File: config.mk
export PLATFORM = sky130hd
export DESIGN_NAME = exp_neg_iter
export DESIGN_NICKNAME = d
export VERILOG_FILES = /design/src/rtl/exp_neg_iter.sv
export SDC_FILE = /design/constraint.sdc
export NUM_CORES = 2
export LEC_CHECK = 0
export BUFFER_PORTS_ARGS = -buffer_cell sky130_fd_sc_hd__buf_2
export CAP_MARGIN = 25
export CORE_ASPECT_RATIO = 1.25
export CORE_UTILIZATION = 40
export DETAILED_ROUTE_END_ITERATION = 10
export GPL_ROUTABILITY_DRIVEN = 0
export GPL_TIMING_DRIVEN = 0
export PLACE_DENSITY_LB_ADDON = 0.05
export SYNTH_ARGS = -nofsm -noshare
export SYNTH_HDL_FRONTEND = slang
export SYNTH_SLANG_ARGS = --single-unit
export TNS_END_PERCENT = 1
File: constraint.sdc
create_clock -name clock_i -period 8.1 [get_ports clock_i]
set_input_delay 0.81 -clock clock_i [delete_from_list [all_inputs] [get_ports clock_i]]
set_output_delay 0.81 -clock clock_i [all_outputs]
set_load 0.01 [all_outputs]
File: src/rtl/exp_neg_iter.sv
// exp_neg_iter: iterative y = e^-x for an unsigned fixed-point x.
//
// The design processes one bit of x per clock, from the MSB down to the LSB. For every set bit
// it applies the matching constant factor e^-(2^(k-FRAC_W)) through a single shared
// OUT_W x OUT_W multiplier. The first factor is loaded directly and is not multiplied.
// Later factors are multiplied in, keeping only the upper OUT_W bits.
//
// Ports
//   clock_i          rising-edge clock
//   reset_n_i        asynchronous active-low reset
//   data_i           x, unsigned, FRAC_W fractional bits
//   FP_2_FXP_done_i  input valid (sampled only while ready_o is high)
//   ready_o          input ready, high only while idle
//   data_o           e^-x, unsigned Q0.OUT_W, registered
//   output_valid_o   result valid, held until ready_i accepts it
//   ready_i          downstream ready

module exp_neg_iter #(
  parameter int unsigned FRAC_W = 16,
  parameter int unsigned INT_W  = 4,
  parameter int unsigned DATA_W = 32,
  parameter int unsigned OUT_W  = 32
) (
  input  logic              clock_i,
  input  logic              reset_n_i,
  input  logic [DATA_W-1:0] data_i,
  input  logic              FP_2_FXP_done_i,
  output logic              ready_o,
  output logic [OUT_W-1:0]  data_o,
  output logic              output_valid_o,
  input  logic              ready_i
);

  localparam int unsigned N  = FRAC_W + INT_W;
  localparam int unsigned KW = (N > 1) ? $clog2(N) : 1;

  // Working precision for the elaboration-time table.
  // The precision is far above OUT_W, so the final floor is exact for any legal OUT_W.
  localparam int unsigned P  = 112;
  localparam int unsigned CW = 256;

  // Returns floor(e^-(2^(k-FRAC_W)) * 2^OUT_W).
  // For exponents <= 1, the function sums the Taylor series directly. In that range the terms
  // shrink monotonically, so the alternating sum stays non-negative.
  // For larger powers of two, the function repeatedly squares e^-1.
  function automatic logic [OUT_W-1:0] exp_neg_entry(input int unsigned k);
    logic [CW-1:0] one;
    logic [CW-1:0] y;
    logic [CW-1:0] term;
    logic [CW-1:0] sum;
    int unsigned   sq;
    one = CW'(1) << P;
    if (k < FRAC_W) begin
      y  = one >> (FRAC_W - k);
      sq = 0;
    end else begin
      y  = one;
      sq = k - FRAC_W;
    end
    sum  = one;
    term = one;
    for (int unsigned i = 1; i <= 48; i++) begin
      term = ((term * y) >> P) / CW'(i);
      if ((i % 2) == 1) sum = sum - term;
      else              sum = sum + term;
    end
    for (int unsigned j = 0; j < sq; j++) begin
      sum = (sum * sum) >> P;
    end
    return OUT_W'(sum >> (P - OUT_W));
  endfunction

  // Constant factor table, one entry per input bit.
  logic [OUT_W-1:0] lut [N];
  for (genvar g = 0; g < N; g++) begin : gen_lut
    localparam logic [OUT_W-1:0] Entry = exp_neg_entry(g);
    assign lut[g] = Entry;
  end

  // Any set bit at or above 2^INT_W drives the result to zero.
  logic sat_in;
  if (DATA_W > N) begin : gen_sat
    assign sat_in = |data_i[DATA_W-1:N];
  end else begin : gen_nosat
    assign sat_in = 1'b0;
  end

  typedef enum logic [1:0] {StIdle, StCompute, StDone} state_e;

  state_e           state_q, state_d;
  logic [N-1:0]     x_q, x_d;
  logic [OUT_W-1:0] acc_q, acc_d;
  logic [KW-1:0]    k_q, k_d;
  logic             first_q, first_d;
  logic [OUT_W-1:0] data_q, data_d;

  logic [OUT_W-1:0] lut_k;
  logic [OUT_W-1:0] mul_hi;

  assign lut_k  = lut[k_q];
  // Truncating multiply: keep the upper half of the 2*OUT_W-bit product.
  assign mul_hi = OUT_W'(({{OUT_W{1'b0}}, acc_q} * {{OUT_W{1'b0}}, lut_k}) >> OUT_W);

  always_comb begin
    state_d = state_q;
    x_d     = x_q;
    acc_d   = acc_q;
    k_d     = k_q;
    first_d = first_q;
    data_d  = data_q;
    unique case (state_q)
      StIdle: begin
        if (FP_2_FXP_done_i) begin
          x_d = data_i[N-1:0];
          if (data_i == '0) begin
            acc_d   = '1;
            data_d  = '1;
            state_d = StDone;
          end else if (sat_in) begin
            acc_d   = '0;
            data_d  = '0;
            state_d = StDone;
          end else begin
            acc_d   = '1;
            first_d = 1'b1;
            k_d     = KW'(N - 1);
            state_d = StCompute;
          end
        end
      end
      StCompute: begin
        if (x_q[k_q]) begin
          if (first_q) begin
            acc_d   = lut_k;
            first_d = 1'b0;
          end else begin
            acc_d   = mul_hi;
          end
        end
        if (k_q == '0) begin
          data_d  = acc_d;
          state_d = StDone;
        end else begin
          k_d = k_q - KW'(1);
        end
      end
      StDone: begin
        if (ready_i) state_d = StIdle;
      end
      default: state_d = StIdle;
    endcase
  end

  always_ff @(posedge clock_i or negedge reset_n_i) begin
    if (!reset_n_i) begin
      state_q <= StIdle;
      x_q     <= '0;
      acc_q   <= '0;
      k_q     <= '0;
      first_q <= 1'b0;
      data_q  <= '0;
    end else begin
      state_q <= state_d;
      x_q     <= x_d;
      acc_q   <= acc_d;
      k_q     <= k_d;
      first_q <= first_d;
      data_q  <= data_d;
    end
  end

  assign ready_o        = (state_q == StIdle);
  assign output_valid_o = (state_q == StDone);
  assign data_o         = data_q;

endmodule
After elaboration in Yosys (flattened, before gate mapping) --
Memories as Yosys holds them, arrays and structs flattened. Cells that the tools add are included.
Storage, ports and cells: register bits after elaboration 92, bits in latches 0, bits in read-only memories 1024, logic and storage cells 64, input bits 36, bits in writable memories 0, memories kept 1, output and inout port bits 34
Memories:
- (no name shown) | words 32, bits a word 32, rd ports 1, clocked after Yosys merged registers in 0, wr ports 0, line 100 | assign lut_k = lut[k_q];
Operators by class: div/mod/pow operators 0, bitwise logic cells 1, reduce and logical (&&, ||, !) cells 11, magnitude comparators 2, multiply operators 1, $add $sub $neg 1, eq/ne operators 10, mux-type cells 31, shifts and indexed selects 0
Operators by type and width (count):
- two-way mux 32 bit | 11
- one-hot mux 32 bit (2 select lines) | 2
- multiplier 32 x 32 -> 64 bit | 1
- logical NOT 32 bit | 1
- two-way mux 5 bit | 4
- != test 2 bit, second input constant | 6
- OR reduction 12 bit | 1
- two-way mux 2 bit | 5
- one-hot mux 5 bit (2 select lines) | 1
- AND reduction 5 bit | 2
- greater-or-equal comparator 6 bit, second input constant | 1
- less-than comparator 5 x 6 -> 1 bit, second input constant | 1
- NOT 5 -> 6 bit | 1
- one-hot mux 2 bit (3 select lines) | 1
- binary-select mux 1 bit (select 5 bit) | 1
- logical NOT 5 bit | 1
- two-way mux 1 bit | 5
- subtractor 5 x 1 -> 5 bit, second input constant | 1
- AND reduction 2 bit | 2
- AND reduction 4 bit | 1
- != test 3 x 1 -> 1 bit, second input constant | 1
- AND reduction 3 bit | 1
- equality test 2 x 1 -> 1 bit, second input constant | 1
- equality test 2 bit, second input constant | 1
- other kinds (4) | 4

Depth between registers and ports, before layout --
depth in word-level cells 9, depth in mapped cells 36, gate-level depth less buffers 33

Worst setup path after synthesis --
No wires, ideal clock.
kind reg2reg, start reg k_q[0], end reg data_q[26], in the netlist data_o[26], setup time 0.151 ns, arrival time 8.636 ns, cell stages (with the launch flop) 31, slack -0.687 ns, period minus slack after synthesis 8.787 ns, data required time 7.949 ns, cells stage by stage dfrtp_1 > buf_2 > inv_1 > ha_1 > nand2_1 > a311oi_1 > clkbuf_1 > nand2_1 > fa_1 > fa_1 > inv_1 > fa_1 > fa_1 > fa_1 > fa_1 > fa_1 > inv_1 > fa_1 > inv_1 > ha_1 > clkbuf_1 > nand4_1 > o221a_2 > and2_1 > a22oi_1 > o21ai_2 > o31ai_4 > a21boi_2 > xnor2_1 > a2111oi_0 > a211oi_1
On the way: word-level cells in the longest chain between the ends 9, elaborated cells on any way between the ends 14, classes of those cells mul: 1; eq/ne: 1; mux: 8; bitwise: 1; reduce/logical: 2; memory: 1
RTL lines:
- start: declaration | line 93 | logic [KW-1:0] k_q, k_d;
- start signal: assignment | line 166 | k_q <= k_d;
- NOT 5 -> 6 bit (not written as such) | line 100
- memory read (32 x 32 bit)
- two-way mux 32 bit (not written as such) (2 in a row) | line 100
- multiplier 32 x 32 -> 64 bit | line 102 | assign mul_hi = OUT_W'(({{OUT_W{1'b0}}, acc_q} * {{OUT_W{1'b0}}, lut_k}) >> OUT_W);
- two-way mux 32 bit | line 133 | if (first_q) begin
- two-way mux 32 bit | line 132 | if (x_q[k_q]) begin
- two-way mux 32 bit | line 140 | if (k_q == '0) begin
- one-hot mux 32 bit (2 select lines) | line 111 | unique case (state_q)
- end signal: assignment | line 168 | data_q <= data_d;
- end: declaration | line 95 | logic [OUT_W-1:0] data_q, data_d;
Several ways; a longest one is shown, not always the timed one. The select of a mux whose other input is x is not followed. A chain may end at the register's enable or synchronous reset.

Worst setup path after layout --
start reg k_q[0], end reg acc_q[26]
On the way: word-level cells in the longest chain between the ends 8, elaborated cells on any way between the ends 10, classes of those cells mul: 1; mux: 7; bitwise: 1; memory: 1
RTL lines:
- NOT 5 -> 6 bit (not written as such) | line 100
- memory read (32 x 32 bit)
- two-way mux 32 bit (not written as such) (2 in a row) | line 100
- multiplier 32 x 32 -> 64 bit | line 102
- two-way mux 32 bit | line 133
- two-way mux 32 bit (*) | line 132
- one-hot mux 32 bit (2 select lines) (*) | line 111
- end signal: assignment | line 158 | acc_q <= '0;
- end signal: assignment | line 165 | acc_q <= acc_d;
- end: declaration | line 92 | logic [OUT_W-1:0] acc_q, acc_d;
Every way passes the cells marked *; elsewhere a longest branch is shown, timed or not. The select of a mux whose other input is x is not followed.

==> metrics.md <==
| Metric | Value |
|---|---|
| Fin crit period | `about 9000 ps` |
| Worst Clk Skew | `around 8.4 ps` |
| Unrepaired setup endpoints after global routing | `yes` |
| Endpoint type of the worst setup path | `flip-flop` |
| Worst-Margin Slew | `~1200 ps` |
| Root buf cell | `clkbuf_16` |
| Post-synthesis sequential area ratio | `about 6%` |
| Syn Nets | `approximately 5,500` |
| Ys async rst share | `100.0%` |
| Post-synth EDFFs | `0` |
| Clock Latency Late Sink | `360 ps` |
| Core Box Area | `approximately 95,000 um2` |
| Slowest Stage Delay on Critical Path | `between 500 and 600 ps` |
| TritonCTS clock tree | `built` |
| Synthesized cell area | `around 39,000 um2` |
| Max Slew Vio Count | `0` |
| Area added between synthesis and finish | `14.86%` |
| CTS HTree Levels | `3` |
| Worst r2r src | `k_q[0]` |
| Worst hold path class | `in -> async` |
| Share of cells above drive strength 1 | `between 10% and 20%` |
| Yosys cell types | `84` |
| Crit path top cell by count | `fa_1` |
| PortBufs | `69` |
| Max Clk Rate | `roughly 110 MHz` |
| Remaining antenna violation count | `0` |
| Initial antenna violation count | `29` |
| Inserted Clock Buffers | `9` |
| Rel. slew slack | `18.44%` |
| Most common cell after layout, fill and taps aside | `fa_1` |
| Violated checks | `negative setup slack` |
| DPL Wire Length | `roughly 140 mm` |
| PnR worst setup slack | `-1065 ps` |
| Global-route wire length before repair | `between 200 and 250 mm` |
| Most frequent cells in the layout | `fa_1 (864), inv_1 (862), nand2_1 (492)` |
| Synth Area per Inst | `9.009 um2` |
| Max FO, Critical Path | `10` |
| Post-synthesis register bit count | `92` |
| Total grt overflow | `0` |
| Die Area | `97,670 um2` |
| Vias in the first global route | `about 33,000` |
| Die H | `between 300 and 400 um` |
| Critical Path AT | `roughly 9400 ps` |
| Endpoints failing setup | `64` |
| Die W | `roughly 280 um` |
| WL final | `165.1 mm` |
| Drc violations | `0` |
| CP Launch Type | `flip-flop` |
| Post-route clock period utilization | `113.1%` |
| R2r worst-path depth | `34` |
| CP required | `around 8300 ps` |
| Sink Count | `a little over 90` |
| Cells after Synth | `~4,300` |
| Clock tree buffer depth | `2` |
| TritonRoute pass-1 iters | `5` |
| Initial Utilization | `about 41%` |
| Critical Path Start | `k_q[0]` |
| Syn. warnings | `0` |
| All-layer global routing usage | `about a third` |
| Worst Setup Path Type | `reg -> reg` |
| # rows | `~130` |
| Ys flop type | `dfrtp_1` |
| Largest net degree at the start of global routing | `61` |
| Io pins | `70` |
| First DRT Iteration DRCs | `2,680` |
| Slowest-stage cell, CP | `fa_1` |
| Clk slew on worst S/H paths | `~70 ps` |
| DR vias/cell | `between 5 and 6` |
| Hold_ws | `406.6 ps` |
| Layout Nets | `~5,700` |
| Wire length per cell | `28.51 um` |
| Max-cap violations | `0` |
| Final hold violation count | `0` |
| Status | `finished with violations` |
| Total number of vias | `31,686` |
## cell type report
class	count	area (um2)
fillers	9493	50610
multi-input cells	3055	33220
clock inverters	5	61.31
repair buffers	211	2038
plain buffers	257	1530
inverters	870	3286
diodes	9	22.52
clock buffers	11	232.7
flip-flops and latches	92	2305
well taps	1280	1602
## registers in the layout (all words and copies together), names as in the netlist
register and cells:
acc_q 32, data_o 32, first_q 1, k_q 5
state_q 2, x_q 20
## cell usage after synthesis, types with 4 or more instances
master	number	area, um2
a2111oi_0	5	43.79
a211oi_1	13	97.59
a21o_1	31	232.7
a21oi_1	153	765.7
a221o_1	4	40.04
a221oi_1	8	70.07
a22oi_1	8	60.06
a31oi_1	16	100.1
and2_1	488	3053
and3_1	8	50.05
and4_1	5	43.79
buf_1	8	30.03
buf_2	6	30.03
clkbuf_1	246	923.4
dfrtp_1	92	2302
fa_1	895	17920
ha_1	272	3403
inv_1	869	3262
mux2_2	20	225.2
mux2i_1	11	110.1
mux4_2	5	112.6
nand2_1	501	1881
nand2b_1	23	143.9
nand3_1	21	105.1
nand4_1	23	143.9
nor2_1	111	416.7
nor2b_1	150	938.4
nor3_1	19	95.09
nor4_1	18	112.6
o211ai_1	4	30.03
o21a_1	8	60.06
o21ai_0	93	465.5
o21bai_1	20	150.1
o221ai_1	4	35.03
o22a_1	13	113.9
o22ai_1	6	37.54
or2_2	4	25.02
xnor2_1	23	201.4
xor2_1	9	78.83
## worst max-delay path, delay by kind of cell, from the launching register on
family,cells,cell delay [ps]
and+or+nand+nor,5,780
buffers and inverters,10,1190
AOI/OAI and AO/OA,7,1570
adders and majority gates,11,4820
DFF,1,460
xor gates and xnor gates,1,170
## stage by stage
stage | area, um2 | std cells | utilization, % | setup TNS, ps | setup WS [ps]
after floorplan | 38690 | 4281 | - | 0 | 6.183
final | 44300 | 5790 | 46.67 | -49040 | -1065
after detailed placement | 41490 | 5685 | 43.71 | -148450 | -2974
after global routing | 44280 | 5784 | 46.66 | -62200 | -1260
after CTS | 42880 | 5722 | 45.18 | -50350 | -1093
after global placement | 40640 | 5630 | 42.82 | -188170 | -3588
## cells by family after synthesis
family / after synthesis / synth area share, %
and+or+nand+nor: 1385 / 18.49
AOI/OAI and AO/OA: 435 / 7.251
adders and majority gates: 1167 / 55.28
DFF: 92 / 5.970
buffers and inverters: 1134 / 11.12
xor gates and xnor gates: 32 / 0.7267
muxes: 36 / 1.161
## worst paths after layout
kind                       slack (ps)         end
min in group clock_i              490  data_o[13]
min reg2reg                       490  data_o[13]
max in group asynchronous        7030    acc_q[6]
max                             -1060   acc_q[26]
max reg2reg                     -1060   acc_q[26]
min                               410      x_q[4]
## routing by layer
metal | vias up | wire length (um) | global-route usage, %
met5 | - | 25 | 0
met4 | 4 | 14450 | 22.20
met3 | 420 | 12110 | 4.038
met2 | 1507 | 77730 | 56.91
met1 | 16446 | 60760 | 42.47
li1 | 13309 | - | -
## timing repair
action | 4_1_cts | 5_1_grt
gates resized for setup | 279 | 261
cloned | 0 | 3
setup endpoints to repair | 64 | 64
hold buffers | 0 | 0
buffers inserted | 24 | 57
pin swaps | 31 | 103
Power is left out: the tool's default activity adds up to more than one toggle a clock period on the data nets, which glitch-free logic cannot reach.
